File: config.mk
export PLATFORM = sky130hd
export DESIGN_NAME = rf_wr_arbiter
export DESIGN_NICKNAME = d
export VERILOG_FILES = /design/src/rtl/rf_wr_arbiter.sv
export SDC_FILE = /design/constraint.sdc
export NUM_CORES = 1
export LEC_CHECK = 0
export ABC_AREA = 1
export CAP_MARGIN = 10
export CORE_MARGIN = 10
export CORE_UTILIZATION = 48
export DETAILED_ROUTE_END_ITERATION = 6
export GPL_TIMING_DRIVEN = 0
export HOLD_SLACK_MARGIN = 0.08
export PLACE_DENSITY = 0.89
export SETUP_SLACK_MARGIN = 0.1
export SYNTH_ARGS = -nofsm -noshare
export SYNTH_HDL_FRONTEND = slang
export SYNTH_SLANG_ARGS = --single-unit
export TNS_END_PERCENT = 50
File: constraint.sdc
create_clock -name clk -period 5.1 [get_ports clk]
set_input_delay 1.02 -clock clk [delete_from_list [all_inputs] [get_ports clk]]
set_output_delay 1.02 -clock clk [all_outputs]
set_load 0.02 [all_outputs]
File: src/rtl/rf_wr_arbiter.sv
// Write-port arbiter for int_rf: fixed-priority WB pipe vs. buffered auxiliary
// results, with a starvation guard that stalls the pipe and a pending-rd busy mask.
module rf_wr_arbiter #(
    parameter int unsigned XLEN       = 32,
    parameter int unsigned DEPTH      = 2,
    parameter int unsigned STARVE_MAX = 4
) (
    input  logic            clk,
    input  logic            rst,
    input  logic            pipe_we_i,
    input  logic [4:0]      pipe_rd_i,
    input  logic [XLEN-1:0] pipe_data_i,
    input  logic            aux_valid_i,
    input  logic [4:0]      aux_rd_i,
    input  logic [XLEN-1:0] aux_data_i,
    output logic            aux_ready_o,
    output logic            rf_we_o,
    output logic [4:0]      rf_dst_o,
    output logic [XLEN-1:0] rf_data_o,
    output logic            pipe_stall_o,
    output logic [31:0]     rd_busy_o
);

    localparam int unsigned RD_W  = 5;
    localparam int unsigned PTR_W = (DEPTH > 1) ? $clog2(DEPTH) : 1;
    localparam int unsigned CNT_W = $clog2(STARVE_MAX + 1);

    typedef enum logic {
        SLOT_EMPTY = 1'b0,
        SLOT_VALID = 1'b1
    } slot_state_t;

    slot_state_t      slot_q [DEPTH];
    slot_state_t      slot_d [DEPTH];
    logic [RD_W-1:0]  rd_q   [DEPTH];
    logic [XLEN-1:0]  data_q [DEPTH];
    logic [PTR_W-1:0] wr_ptr_q;
    logic [PTR_W-1:0] rd_ptr_q;
    logic [CNT_W-1:0] starve_q;
    logic [CNT_W-1:0] starve_d;
    logic [DEPTH-1:0] valid;
    logic             full;
    logic             empty;
    logic             push;
    logic             pop;
    logic             pipe_go;

    function automatic logic [PTR_W-1:0] next_ptr(input logic [PTR_W-1:0] p);
        if (p == PTR_W'(DEPTH - 1)) begin
            return '0;
        end
        return p + PTR_W'(1);
    endfunction

    // Occupancy decode from slot state registers only.
    always_comb begin
        valid = '0;
        for (int i = 0; i < DEPTH; i++) begin
            valid[i] = (slot_q[i] == SLOT_VALID);
        end
    end

    assign full         = &valid;
    assign empty        = ~|valid;
    assign aux_ready_o  = ~full;
    assign pipe_go      = pipe_we_i && (pipe_rd_i != '0);
    assign push         = aux_valid_i && !full && (aux_rd_i != '0);
    assign pop          = !pipe_go && !empty;
    assign pipe_stall_o = (starve_q == CNT_W'(STARVE_MAX));

    // Per-slot next state: a push fills the tail slot, a pop frees the head slot.
    always_comb begin
        for (int i = 0; i < DEPTH; i++) begin
            slot_d[i] = slot_q[i];
            if (push && (wr_ptr_q == PTR_W'(i))) begin
                slot_d[i] = SLOT_VALID;
            end
            if (pop && (rd_ptr_q == PTR_W'(i))) begin
                slot_d[i] = SLOT_EMPTY;
            end
        end
    end

    // Starvation counter: counts cycles the head waits, saturating at the stall level.
    always_comb begin
        starve_d = starve_q;
        if (empty || pop) begin
            starve_d = '0;
        end else if (starve_q != CNT_W'(STARVE_MAX)) begin
            starve_d = starve_q + CNT_W'(1);
        end
    end

    // Slot state, pointers and starvation counter registers.
    always_ff @(posedge clk) begin
        if (rst) begin
            for (int i = 0; i < DEPTH; i++) begin
                slot_q[i] <= SLOT_EMPTY;
            end
            wr_ptr_q <= '0;
            rd_ptr_q <= '0;
            starve_q <= '0;
        end else begin
            for (int i = 0; i < DEPTH; i++) begin
                slot_q[i] <= slot_d[i];
            end
            if (push) begin
                wr_ptr_q <= next_ptr(wr_ptr_q);
            end
            if (pop) begin
                rd_ptr_q <= next_ptr(rd_ptr_q);
            end
            starve_q <= starve_d;
        end
    end

    // Payload storage; contents are qualified by slot state, so no reset needed.
    always_ff @(posedge clk) begin
        if (!rst && push) begin
            rd_q[wr_ptr_q]   <= aux_rd_i;
            data_q[wr_ptr_q] <= aux_data_i;
        end
    end

    // Registered write port: pipe first, then FIFO head, else idle.
    always_ff @(posedge clk) begin
        if (rst) begin
            rf_we_o   <= 1'b0;
            rf_dst_o  <= '0;
            rf_data_o <= '0;
        end else if (pipe_go) begin
            rf_we_o   <= 1'b1;
            rf_dst_o  <= pipe_rd_i;
            rf_data_o <= pipe_data_i;
        end else if (pop) begin
            rf_we_o   <= 1'b1;
            rf_dst_o  <= rd_q[rd_ptr_q];
            rf_data_o <= data_q[rd_ptr_q];
        end else begin
            rf_we_o   <= 1'b0;
        end
    end

    // Busy mask: one bit per destination held by a valid FIFO entry.
    always_comb begin
        rd_busy_o = '0;
        for (int i = 0; i < DEPTH; i++) begin
            if (valid[i]) begin
                rd_busy_o[rd_q[i]] = 1'b1;
            end
        end
        rd_busy_o[0] = 1'b0;
    end

endmodule

==> key figures <==
Clock tree
  – Root Buffer: clkbuf_8
  – Cts bufs inserted: 17
  – CTS Buffer Depth: 2
  – Number of setup buffers added after CTS: 0
  – Hold buffers post-CTS: 0
  – CTS tree: done
  – Clk Latency, worst-skew pair: 540 ps
  – Clk slew on worst S/H paths: 60 ps
  – Cts repair resizes: 0
  – Sink Count: 120
  – H-tree level count: 4

STA
  – Setup Skew: 13.7 ps
  – RSZ-0062 raised after global routing: false
  – Period minus WS final: 3770 ps
  – Max-slew violations: 0
  – Worst hold slack: 444 ps
  – Final hold vios: 0
  – Achievable clock frequency: 265 MHz
  – Final period util: 73.9%
  – Final WS setup: 1330 ps
  – # setup viols final: 0
  – Worst-Margin Slew: 1090 ps
  – Max_slew headroom: 27.1%

Pwr
  – Leak Pwr: 3.16 nW
  – VDD IR-drop max: 207 µV
  – Pwr Density: 350 nW/µm²
  – Power, Total: 0.00267 W

Global routing
  – Vias in the first global route: 4,666
  – Initial antenna violation count: 0
  – GRT Total Usage: 19.9%
  – GR Overflow Total: 0
  – First-pass GRT wire length: 24,900 µm
  – Largest net degree at the start of global routing: 17

Die
  – Die ar.: 15,700 µm²
  – Die width: 125 µm
  – DIE HEIGHT: 125 µm
  – Starting Density: 49.0%
  – Core area: 10,800 µm²
  – Row count: 38
  – # IOs: 150

Logic synthesis
  – Yosys cell types: 24
  – Mapped Cells: 621
  – Seq cells post-synth: 120
  – Mapped Nets: 701
  – Dominant synthesized flop cell: edfxtp_1
  – Netlist Area Pre-Place: 5310 µm²
  – Mean Syn Cell Area: 8.55 µm²
  – Register area share after synthesis: 59.2%
  – Synth async-reset ratio: 0%
  – Synth area leader: edfxtp_1
  – EDFF count, synth: 74
  – Most frequent cells after synthesis: nand2_1 (249), edfxtp_1 (74), o21ai_0 (70), inv_1 (60), nand3_1 (57)
  – Synth area leaders: edfxtp_1 (42%), nand2_1 (18%), dfxtp_1 (17%)
  – Most frequent cell after synthesis: nand2_1
  – Synth warn: 0
  – Post-synth top area share: 41.9%

Drt
  – Drt via density: 5.21
  – DRT Wirelength: 15,800 µm
  – DRT Pass-1 Iters: 6
  – Routed Antenna Nets: 0
  – Wire per inst: 16.7 µm
  – Via count: 4,931
  – DRT iter0 DRCs: 507
  – DRC Markers: 0

Place
  – DPL Wire Length: 11,600 µm
  – Post-Place Setup Slack: 1900 ps
  – IO buf count: 148
  – # placed instances: 915
  – Final GP Congestion: 0.908

Final layout
  – Layout Nets: 874
  – Final cell count without fillers: 947
  – Multi-input gate area: 1820 µm²
  – Area taken by flip-flops and latches: 3140 µm²
  – Filler instances: 759
  – Syn-to-layout area delta: 43.8%
  – N_diodes: 0
  – Share of layout cells above drive strength 1: 7.68%

Setup path
  – Max incr delay on CP: 880 ps
  – Slowest cell on the critical path: nor3_1
  – Critical Path Fanout Max: 8
  – WP data arrival: 2750 ps
  – Critical Path RT: 4080 ps
  – Cells along the critical path: inv_1 > nor3_1 > nand2_1 > o21ai_0 > clkdlybuf4s50_1
  – CP Class: reg2out
  – CP endpoint kind: output port
  – Startpoint types: flip-flop

Outcome
  – Status: finished, final reports clean

Min path
  – Worst hold path type: reg2reg

Flow run
  – MaxCap Viol Count: 0
## registers in the layout (all words and copies together) (netlist names), named ones only
signal	flops
data_q	64
rf_data_o	32
rd_q	10
rf_dst_o	5
starve_q	3
slot_q	2
rd_ptr_q	1
rf_we_o	1
wr_ptr_q	1
## placed cells by master, fill, tap and decap left out, drive strengths merged
master | Yosys | routed
clkdlybuf4s50 | 0 | 148
nand3 | 58 | 58
o21ai | 70 | 70
and3 | 1 | 1
bufinv | 0 | 1
ha | 2 | 2
edfxtp | 74 | 74
xnor2 | 1 | 1
and2 | 1 | 1
clkinv | 1 | 3
inv | 62 | 72
clkinvlp | 0 | 2
nor3 | 16 | 16
conb | 1 | 1
buf | 13 | 19
nor2 | 7 | 7
a21oi | 6 | 6
nand2 | 250 | 250
clkbuf | 12 | 29
dfxtp | 46 | 46
## cells by family after synthesis
logic type / Yosys count / synth area share (%)
buffers and inverters: 88 / 6.72
XOR/XNOR: 1 / 0.165
AND/OR/NAND/NOR: 333 / 26.1
adder cells (fa/ha/maj): 2 / 0.471
AO/OA/AOI/OAI: 76 / 7.24
other: 1 / 0.0707
flip-flops: 120 / 59.2
## path summary, 6_finish.rpt
path / slack (ps) / to / start / depth (start not counted)
setup / recovery: 1330 / rd_busy_o[11] / rd_q[0][0]$_DFFE_PP_ / 5
hold / removal: 440 / rf_data_o[21]$_SDFFE_PP0P_ / rf_data_o[21]$_SDFFE_PP0P_ / 2
setup reg to reg: 2990 / data_q[0][15]$_DFFE_PP_ / slot_q[0][1]$_SDFF_PP0_ / 7
hold reg to reg: 440 / rf_data_o[21]$_SDFFE_PP0P_ / rf_data_o[21]$_SDFFE_PP0P_ / 2
## per-layer routing
metal	track usage (%)	wire length (µm)
met1	23.8	6280
met2	32.5	7550
met3	6.08	1530
met4	8.27	458
met5	0	0
## report_power, final
part | switching (W) | leakage (nW) | internal, W
registers | 0.0000267 | 1.06 | 0.00109
logic | 0.000213 | 1.81 | 0.000162
clock network | 0.000510 | 0.286 | 0.000677
## layout make-up
| class | count | area share, % |
|---|---|---|
| Tap cell | 140 | 2.29 |
| Clock buffer | 17 | 5.42 |
| Sequential cell | 120 | 41.2 |
| Buffer | 25 | 1.57 |
| Clock inverter | 15 | 2.29 |
| Timing Repair Buffer | 154 | 20.3 |
| Multi-Input combinational cell | 413 | 23.8 |
| Inverter | 63 | 3.10 |
## stage by stage
step	area, µm²	setup TNS [ps]	util (%)
2_1_floorplan	5310	0	-
3_3_place_gp	6960	-56450	64.2
3_5_place_dp	7050	0	65.0
4_1_cts	7630	0	70.4
5_1_grt	7630	0	70.4
6_report	7630	0	70.4
## worst max-delay path: cells and delay by family (launching register included)
kind / cells / cell delay, ps
buffers and inverters: 2 / 710
AOI/OAI and AO/OA: 1 / 130
and+or+nand+nor: 2 / 1000
DFF: 1 / 370
No activity file was read; power rests on OpenSTA's default activity.
